[src/rtl/dot_prod_pkg.sv]
// Shared types and constants for the dot-product core sequencer.
// The core loop runs index i from init_i up to N-1 over arrays arr_a/arr_b.
package dot_prod_pkg;

  localparam int N  = 1000;
  localparam int AW = 10;
  localparam int DW = 27;
  localparam int RW = 64;

  typedef logic signed [DW-1:0] elem_t;
  typedef logic signed [RW-1:0] acc_t;

  typedef enum logic [2:0] {
    ST_IDLE,
    ST_LOAD,
    ST_START,
    ST_WAIT,
    ST_DONE
  } state_t;

  // Lengths above the array depth are clamped so base never underflows.
  function automatic logic [AW:0] sat_len(input logic [AW:0] len);
    return (len > (AW+1)'(N)) ? (AW+1)'(N) : len;
  endfunction

endpackage

[src/rtl/dot_prod_watchdog.sv]
// Clearable up-counter that stops at TMO-1 and flags terminal count there.
module dot_prod_watchdog #(
  parameter int TMO = 16384
) (
  input  logic clk,
  input  logic rst,
  input  logic clr_i,
  input  logic en_i,
  output logic tc_o
);

  localparam int CW = $clog2(TMO) + 1;

  logic [CW-1:0] cnt_q;

  assign tc_o = (cnt_q == CW'(TMO - 1));

  always_ff @(posedge clk) begin
    if (rst || clr_i) begin
      cnt_q <= '0;
    end else if (en_i && !tc_o) begin
      cnt_q <= cnt_q + 1'b1;
    end
  end

endmodule

[src/rtl/dot_prod_ctrl.sv]
// Host-facing sequencer: loads element pairs into the core arrays, starts the
// core, waits for completion under a watchdog, and returns the result.
module dot_prod_ctrl
  import dot_prod_pkg::*;
#(
  parameter int TMO = 16384
) (
  input  logic                 clk,
  input  logic                 rst,
  input  logic                 cmd_valid,
  output logic                 cmd_ready,
  input  logic [AW:0]          cmd_len,
  input  logic signed [RW-1:0] cmd_acc,
  input  logic                 elem_valid,
  output logic                 elem_ready,
  input  logic signed [DW-1:0] elem_a,
  input  logic signed [DW-1:0] elem_b,
  output logic                 res_valid,
  input  logic                 res_ready,
  output logic signed [RW-1:0] res_data,
  output logic                 res_tmo,
  output logic                 core_r_enable,
  output logic                 core_control_arr,
  output logic [AW-1:0]        core_init_i,
  output logic signed [RW-1:0] core_init_acc,
  output logic                 core_we_a,
  output logic                 core_we_b,
  output logic [AW-1:0]        core_addr_a,
  output logic [AW-1:0]        core_addr_b,
  output logic signed [DW-1:0] core_wdata_a,
  output logic signed [DW-1:0] core_wdata_b,
  input  logic                 core_w_enable,
  input  logic signed [RW-1:0] core_result,
  output state_t               state_o
);

  // All channels use valid/ready: a transfer happens on a rising clk edge where
  // both are high; the producer holds its payload stable until that edge.

  state_t        state_q;
  logic [AW:0]   len_q;
  logic [AW:0]   count_q;
  logic [AW-1:0] base_q;
  acc_t          acc_q;
  logic          cmd_ready_q;
  logic          elem_ready_q;
  logic          ctrl_arr_q;
  logic          r_en_q;
  logic          res_valid_q;
  acc_t          res_data_q;
  logic          res_tmo_q;

  logic [AW:0]   len_sat;
  logic [AW-1:0] base_new;
  logic [AW:0]   count_inc;
  logic [AW-1:0] wr_addr;
  logic          elem_hs;
  logic          wd_tc;

  assign len_sat   = sat_len(cmd_len);
  assign base_new  = AW'(N) - len_sat[AW-1:0];
  assign count_inc = count_q + 1'b1;
  assign wr_addr   = base_q + count_q[AW-1:0];
  assign elem_hs   = elem_valid && elem_ready_q;

  dot_prod_watchdog #(.TMO(TMO)) u_watchdog (
    .clk   (clk),
    .rst   (rst),
    .clr_i (state_q == ST_START),
    .en_i  (state_q == ST_WAIT),
    .tc_o  (wd_tc)
  );

  always_ff @(posedge clk) begin
    if (rst) begin
      state_q      <= ST_IDLE;
      len_q        <= '0;
      count_q      <= '0;
      base_q       <= '0;
      acc_q        <= '0;
      cmd_ready_q  <= 1'b1;
      elem_ready_q <= 1'b0;
      ctrl_arr_q   <= 1'b1;
      r_en_q       <= 1'b0;
      res_valid_q  <= 1'b0;
      res_data_q   <= '0;
      res_tmo_q    <= 1'b0;
    end else begin
      r_en_q <= 1'b0;
      case (state_q)
        ST_IDLE: begin
          if (cmd_valid && cmd_ready_q) begin
            len_q       <= len_sat;
            acc_q       <= cmd_acc;
            base_q      <= base_new;
            count_q     <= '0;
            cmd_ready_q <= 1'b0;
            if (len_sat == '0) begin
              state_q    <= ST_START;
              ctrl_arr_q <= 1'b0;
              r_en_q     <= 1'b1;
            end else begin
              state_q      <= ST_LOAD;
              elem_ready_q <= 1'b1;
            end
          end
        end
        ST_LOAD: begin
          if (elem_hs) begin
            count_q <= count_inc;
            if (count_inc == len_q) begin
              state_q      <= ST_START;
              elem_ready_q <= 1'b0;
              ctrl_arr_q   <= 1'b0;
              r_en_q       <= 1'b1;
            end
          end
        end
        ST_START: begin
          state_q <= ST_WAIT;
        end
        ST_WAIT: begin
          // Completion takes priority over a watchdog expiry in the same cycle.
          if (core_w_enable) begin
            res_data_q  <= core_result;
            res_tmo_q   <= 1'b0;
            res_valid_q <= 1'b1;
            ctrl_arr_q  <= 1'b1;
            state_q     <= ST_DONE;
          end else if (wd_tc) begin
            res_data_q  <= '0;
            res_tmo_q   <= 1'b1;
            res_valid_q <= 1'b1;
            ctrl_arr_q  <= 1'b1;
            state_q     <= ST_DONE;
          end
        end
        ST_DONE: begin
          if (res_valid_q && res_ready) begin
            res_valid_q <= 1'b0;
            cmd_ready_q <= 1'b1;
            state_q     <= ST_IDLE;
          end
        end
        default: state_q <= ST_IDLE;
      endcase
    end
  end

  // Array writes follow the element handshake combinationally so no pair is
  // delayed; the bus is zeroed whenever no write happens.
  assign core_we_a    = elem_hs;
  assign core_we_b    = elem_hs;
  assign core_addr_a  = elem_hs ? wr_addr : '0;
  assign core_addr_b  = elem_hs ? wr_addr : '0;
  assign core_wdata_a = elem_hs ? elem_a : '0;
  assign core_wdata_b = elem_hs ? elem_b : '0;

  assign cmd_ready        = cmd_ready_q;
  assign elem_ready       = elem_ready_q;
  assign res_valid        = res_valid_q;
  assign res_data         = res_data_q;
  assign res_tmo          = res_tmo_q;
  assign core_r_enable    = r_en_q;
  assign core_control_arr = ctrl_arr_q;
  assign core_init_i      = base_q;
  assign core_init_acc    = acc_q;
  assign state_o          = state_q;

endmodule

[config.mk]
export PLATFORM = sky130hd
export DESIGN_NAME = dot_prod_ctrl
export DESIGN_NICKNAME = d
export VERILOG_FILES = /design/src/rtl/dot_prod_pkg.sv /design/src/rtl/dot_prod_watchdog.sv /design/src/rtl/dot_prod_ctrl.sv
export SDC_FILE = /design/constraint.sdc
export NUM_CORES = 1
export LEC_CHECK = 0
export CAP_MARGIN = 20
export CORE_AREA = 3 3 163 165
export CTS_BUF_LIST = sky130_fd_sc_hd__clkbuf_2 sky130_fd_sc_hd__clkbuf_4 sky130_fd_sc_hd__clkbuf_8
export CTS_CLUSTER_DIAMETER = 100
export DETAILED_ROUTE_END_ITERATION = 7
export DIE_AREA = 0 0 166 168
export GPL_ROUTABILITY_DRIVEN = 0
export PLACE_DENSITY = 0.72
export SLEW_MARGIN = 0
export SYNTH_ARGS = -nofsm -noshare
export SYNTH_HDL_FRONTEND = slang
export SYNTH_HIERARCHICAL = 1
export SYNTH_SLANG_ARGS = --single-unit
[constraint.sdc]
create_clock -name clk -period 3.8 [get_ports clk]
set_input_delay 0.76 -clock clk [delete_from_list [all_inputs] [get_ports clk]]
set_output_delay 0.76 -clock clk [all_outputs]
set_load 0.02 [all_outputs]
# Yosys cells after proc, flatten, opt, wreduce, memory -nomap -nowiden
# Index checks and enable logic that the tools add are counted.
dict set report totals {
  regBits 184
  input_bits 199
  output_inout_bits 223
  elab_cells 90
}
dict set report op_classes {
  n_addsub 4
  order_cmp 1
  eq_ne 13
  muxes 38
  reduce_logical 21
}
# cell n
set ops {}
lappend ops {{64-bit 2-to-1 mux} 2}
lappend ops {{27-bit 2-to-1 mux} 2}
lappend ops {{11-bit 2-to-1 mux} 3}
lappend ops {{11-bit case mux with 2 select lines} 1}
lappend ops {{3-bit 2-to-1 mux} 6}
lappend ops {{1-bit 2-to-1 mux} 16}
lappend ops {{15-bit by 1-bit adder with 15-bit output, second input constant} 1}
lappend ops {{15-bit by 14-bit equality test with 1-bit output, second input constant} 1}
lappend ops {{3-bit case mux with 5 select lines} 1}
lappend ops {{2-bit != test, second input constant} 6}
lappend ops {{11-bit by 1-bit adder with 11-bit output, second input constant} 1}
lappend ops {{11-bit equality test} 1}
lappend ops {{11-bit by 10-bit greater-than comparator with 1-bit output, second input constant} 1}
lappend ops {{11-bit logical NOT} 1}
lappend ops {{10-bit adder} 1}
lappend ops {{10-bit 2-to-1 mux} 1}
lappend ops {{5-bit AND reduction} 2}
lappend ops {{10-bit subtractor, first input constant} 1}
lappend ops {{3-bit AND reduction} 3}
lappend ops {{1-bit case mux with 2 select lines} 4}
lappend ops {{2-bit nonzero test} 4}
lappend ops {{3-bit by 2-bit equality test with 1-bit output, second input constant} 2}
lappend ops {{6-bit AND reduction} 1}
lappend ops {{1-bit logical AND} 4}
lappend ops {{other kinds (10)} 11}

# Logic depth before layout (Yosys ltp)
dict set report depth {
  depth_word 6
  mapped_depth 14
  depth_no_buf 12
}

# Hierarchy
# Netlist, hierarchy kept.
# module instances cells_per_inst area_per_inst_um2 seq_area_each_um2
set modules_own_cells {}
lappend modules_own_cells {dot_prod_ctrl 1 906 7313.3 3363.2}
lappend modules_own_cells {dot_prod_watchdog 1 87 813.3 300.3}

# Worst setup path before layout
# Ideal clock, no wire load.
dict set report synth_timing {
  path_type {flip-flop to output port}
  from {reg base_q[1] (netlist: core_init_i[1])}
  to {out core_addr_b[9]}
  t_arrival_ns 2.526
  required_ns 3.040
  setup_slack_ns 0.514
  path_stages_with_launch 10
  n_path_buf 1
  path_cell_list {dfxtp_1 ha_1 a21o_1 a21oi_1 o21bai_1 a2111oi_0 o31ai_1 xnor2_1 nor2_1 buf_4}
}
dict set report synth_between {
  elab_chain_len 2
}
# element line
set synth_lines {}
lappend synth_lines {{from (decl)} dot_prod_ctrl.sv:43} ;# logic [AW-1:0] base_q;
lappend synth_lines {{from (signal assigned)} dot_prod_ctrl.sv:95} ;# base_q <= base_new;
lappend synth_lines {{10-bit adder} dot_prod_ctrl.sv:63} ;# assign wr_addr = base_q + count_q[AW-1:0];
lappend synth_lines {{10-bit 2-to-1 mux} n/a}
lappend synth_lines {{to (decl)} dot_prod_ctrl.sv:29} ;# output logic [AW-1:0] core_addr_b,
# No other way between the ends.

# Worst setup path after layout
dict set report layout_timing {
  from {reg count_q[0]}
  to {out core_addr_a[4]}
}
dict set report layout_between {
  elab_chain_len 2
}
# element line
set layout_lines {}
lappend layout_lines {{from (decl)} dot_prod_ctrl.sv:42} ;# logic [AW:0] count_q;
lappend layout_lines {{from (signal assigned)} dot_prod_ctrl.sv:110} ;# count_q <= count_inc;
lappend layout_lines {{10-bit adder} dot_prod_ctrl.sv:63}
lappend layout_lines {{10-bit 2-to-1 mux} dot_prod_ctrl.sv:154} ;# assign core_addr_a = elem_hs ? wr_addr : '0;
lappend layout_lines {{to (decl)} dot_prod_ctrl.sv:28} ;# output logic [AW-1:0] core_addr_a,
# No other way between the ends.

==> flow_metrics.tcl <==
set metrics [dict create \
    yosys_warnings 6 \
    leakage_nw 4.96 \
    cts_hold_buf 0 \
    overflow 0 \
    areaGrowthSynthToFinish_pct 60.0 \
    async_reset_ff_share_pct 0 \
    drt_first_iter_violations 577 \
    cp-start-kind "register" \
    cp_max_fo 6 \
    drv_slew 0 \
    ios 422 \
    tns_ns 0 \
    nFillCells 2346 \
    period_share_pct 94.2 \
    place_ws_ns 0.227 \
    status "finished clean" \
    max_freq_ghz 0.279 \
    swShare_pct 30.4 \
    setup_viol 0 \
    drc_errors 0 \
    synth.most_common_cell "dfxtp_1" \
    initial_core_util_pct 32.3 \
    synth.area.top_cells "dfxtp_1, nand2_1, a21oi_1, a22oi_1, nor2_1" \
    p_int_w 0.00290 \
    max_slew_margin_pct 52.0 \
    grt_max_degree 79 \
    grt_pass1_wl_mm 47.7 \
    rows 58 \
    numCtsBuffers 17 \
    vias 8568 \
    synth_nets 1205 \
    fin_cells 1715 \
    seqPwrFrac_pct 48.6 \
    critPathArrivalTime_ns 2.82 \
    ys_seq_elements 183 \
    postCtsSetupBuffers 0 \
    die_h_um 168 \
    grt_pass1_vias 8268 \
    p_sw_w 0.00127 \
    cts_tree "built" \
    synth_commonest_cells "dfxtp_1, nand2_1, nor2_1, a21oi_1, a22oi_1" \
    wl_per_cell_um 18.3 \
    synth_top_area_share_pct 45.1 \
    path_clk_slew_ns 0.11 \
    synth_cell_types 67 \
    cp-end-kind "output pin" \
    synthCells 993 \
    die_area_mm2 0.0279 \
    clock-sinks 183 \
    finalClockSkew_ns 0.0241 \
    syn_avg_cell_area_um2 8.18 \
    hp-class "reg2reg" \
    antenna_left 0 \
    drv_cap 0 \
    dp_hpwl_mm 23.4 \
    dpl.cell_count 1682 \
    cp.required_ns 3.04 \
    final_nets 1583 \
    p_comb_share_pct 19.9 \
    ir_drop_mv 0.278 \
    synth_ff_type "dfxtp_1" \
    dr.pass1.iters 5 \
    period_needed_ns 3.58 \
    core-area_mm2 0.0252 \
    wl_mm 31.4 \
    io_buffers 421 \
    rsz0062_at_grt "no" \
    critPathKind "reg2out" \
    total_power_w 0.00417 \
    hold_viol_final 0 \
    cts_buffer_depth 2 \
    die_w_um 166 \
    viasPerCell 5.00 \
    p_clk_share_pct 31.5 \
    clockRootBuffer "clkbuf_8" \
    grt_usage_pct 21.2 \
    layout-drive-gt1-share_pct 6.72 \
    finalWorstSetupSlack_ns 0.221 \
    synth-seq-area-share_pct 45.1 \
    synth_top_area_cell "dfxtp_1" \
    netlist_area_mm2 0.00813 \
    cts.htree.levels 4 \
    tightest_slew_ns 0.715 \
    grt_antenna_before_repair 4 \
    power_density_mw_per_mm2 321 \
    clk_latency_ns 0.46 \
    synth_edf_count 0 \
]
-- worst max-delay path, stage by stage (launching register included) --
cell and delay (ns):
dfxtp_1 0.38, ha_1 0.23, fa_1 0.41, a21o_1 0.18, a21oi_1 0.21, xnor2_1 0.11
nor2_1 0.17, clkdlybuf4s50_1 0.66
-- layer usage --
| layer | GRT usage [%] | routed length (um) |
|---|---|---|
| met4 | 5.06 | 491 |
| met1 | 27.3 | 13600 |
| met3 | 7.26 | 2570 |
| met5 | 0 | 26 |
| met2 | 34.5 | 14700 |
-- per-stage QoR --
stage / utilization [%] / hold slack, ns / instance area, um^2
2_1_floorplan: - / 0.444 / 8130
3_3_place_gp: 50.0 / 0.441 / 12600
3_5_place_dp: 50.1 / 0.446 / 12600
4_1_cts: 51.6 / 0.460 / 13000
5_1_grt: 51.6 / 0.479 / 13000
6_report: 51.6 / 0.457 / 13000
-- layout by cell type, fill, tap and decap left out, types with 17 or more instances in the layout --
| cell type | n |
|---|---|
| clkdlybuf4s50_1 | 412 |
| nand3_1 | 18 |
| a22oi_1 | 66 |
| o21ai_0 | 19 |
| nor2_1 | 107 |
| dfxtp_1 | 181 |
| buf_4 | 25 |
| a21oi_1 | 105 |
| clkbuf_8 | 17 |
| nand2_1 | 167 |
| nor3_1 | 19 |
| and3_1 | 60 |
-- registers in the layout, summed over array words and instances (netlist names) --
name,cells
u_watchdog/cnt_q,15
res_tmo,1
elem_ready,1
state_o,3
core_init_acc,64
core_init_i,9
core_control_arr,1
cmd_ready,1
count_q,11
core_r_enable,1
res_data,64
len_q,11
res_valid,1
-- final timing paths --
check	cells past startpoint	slack, ns	start	to
worst max-delay path	7	0.22	count_q[0]$_SDFFE_PP0P_	core_addr_a[4]
worst min-delay path	2	0.46	core_init_acc[33]$_SDFFE_PP0P_	core_init_acc[33]$_SDFFE_PP0P_
worst max register to register	8	1.14	count_q[0]$_SDFFE_PP0P_	core_control_arr$_SDFFE_PP1P_
worst min register to register	2	0.46	core_init_acc[33]$_SDFFE_PP0P_	core_init_acc[33]$_SDFFE_PP0P_
-- layout make-up --
class                      instances  area (um^2)  area share (%)
timing repair buffer             449         4460            34.3
multi-input combinational        713         4050            31.1
sequential                       183         3670            28.2
tap                              330          413            3.17
clock buffer                      17          234            1.80
clock inverter                    15          156            1.20
inverter                           7         26.3           0.202
antenna                            1         2.50          0.0192
-- kinds of logic (layout without fill, tap and decap cells) --
| kind of cell | after synthesis | count (layout) | synth area share (%) |
|---|---|---|---|
| flops | 183 | 183 | 45.1 |
| simple gates | 435 | 435 | 25.8 |
| mux | 3 | 3 | 0.370 |
| compound gates | 236 | 236 | 18.5 |
| xor+xnor | 26 | 26 | 2.80 |
| buf+inv | 97 | 488 | 5.43 |
| other cells | 0 | 1 | 0 |
| fa+ha+maj | 13 | 13 | 2.09 |
-- repair_timing --
action,4_1_cts,5_1_grt
setup endpoints to repair,8,6
gates resized for setup,10,9
endpoints found under the hold margin,0,0
-- power by group through the flow --
stage / combinational, W / sequential (W) / clock (W)
3_5_place_dp: 0.000826 / 0.00207 / 0
5_1_grt: 0.000889 / 0.00204 / 0.00142
3_3_place_gp: 0.000822 / 0.00207 / 0
2_1_floorplan: 0.000290 / 0.00214 / 0
6_report: 0.000830 / 0.00203 / 0.00131
4_1_cts: 0.000830 / 0.00203 / 0.00135
(Power assumes the default switching activity.)
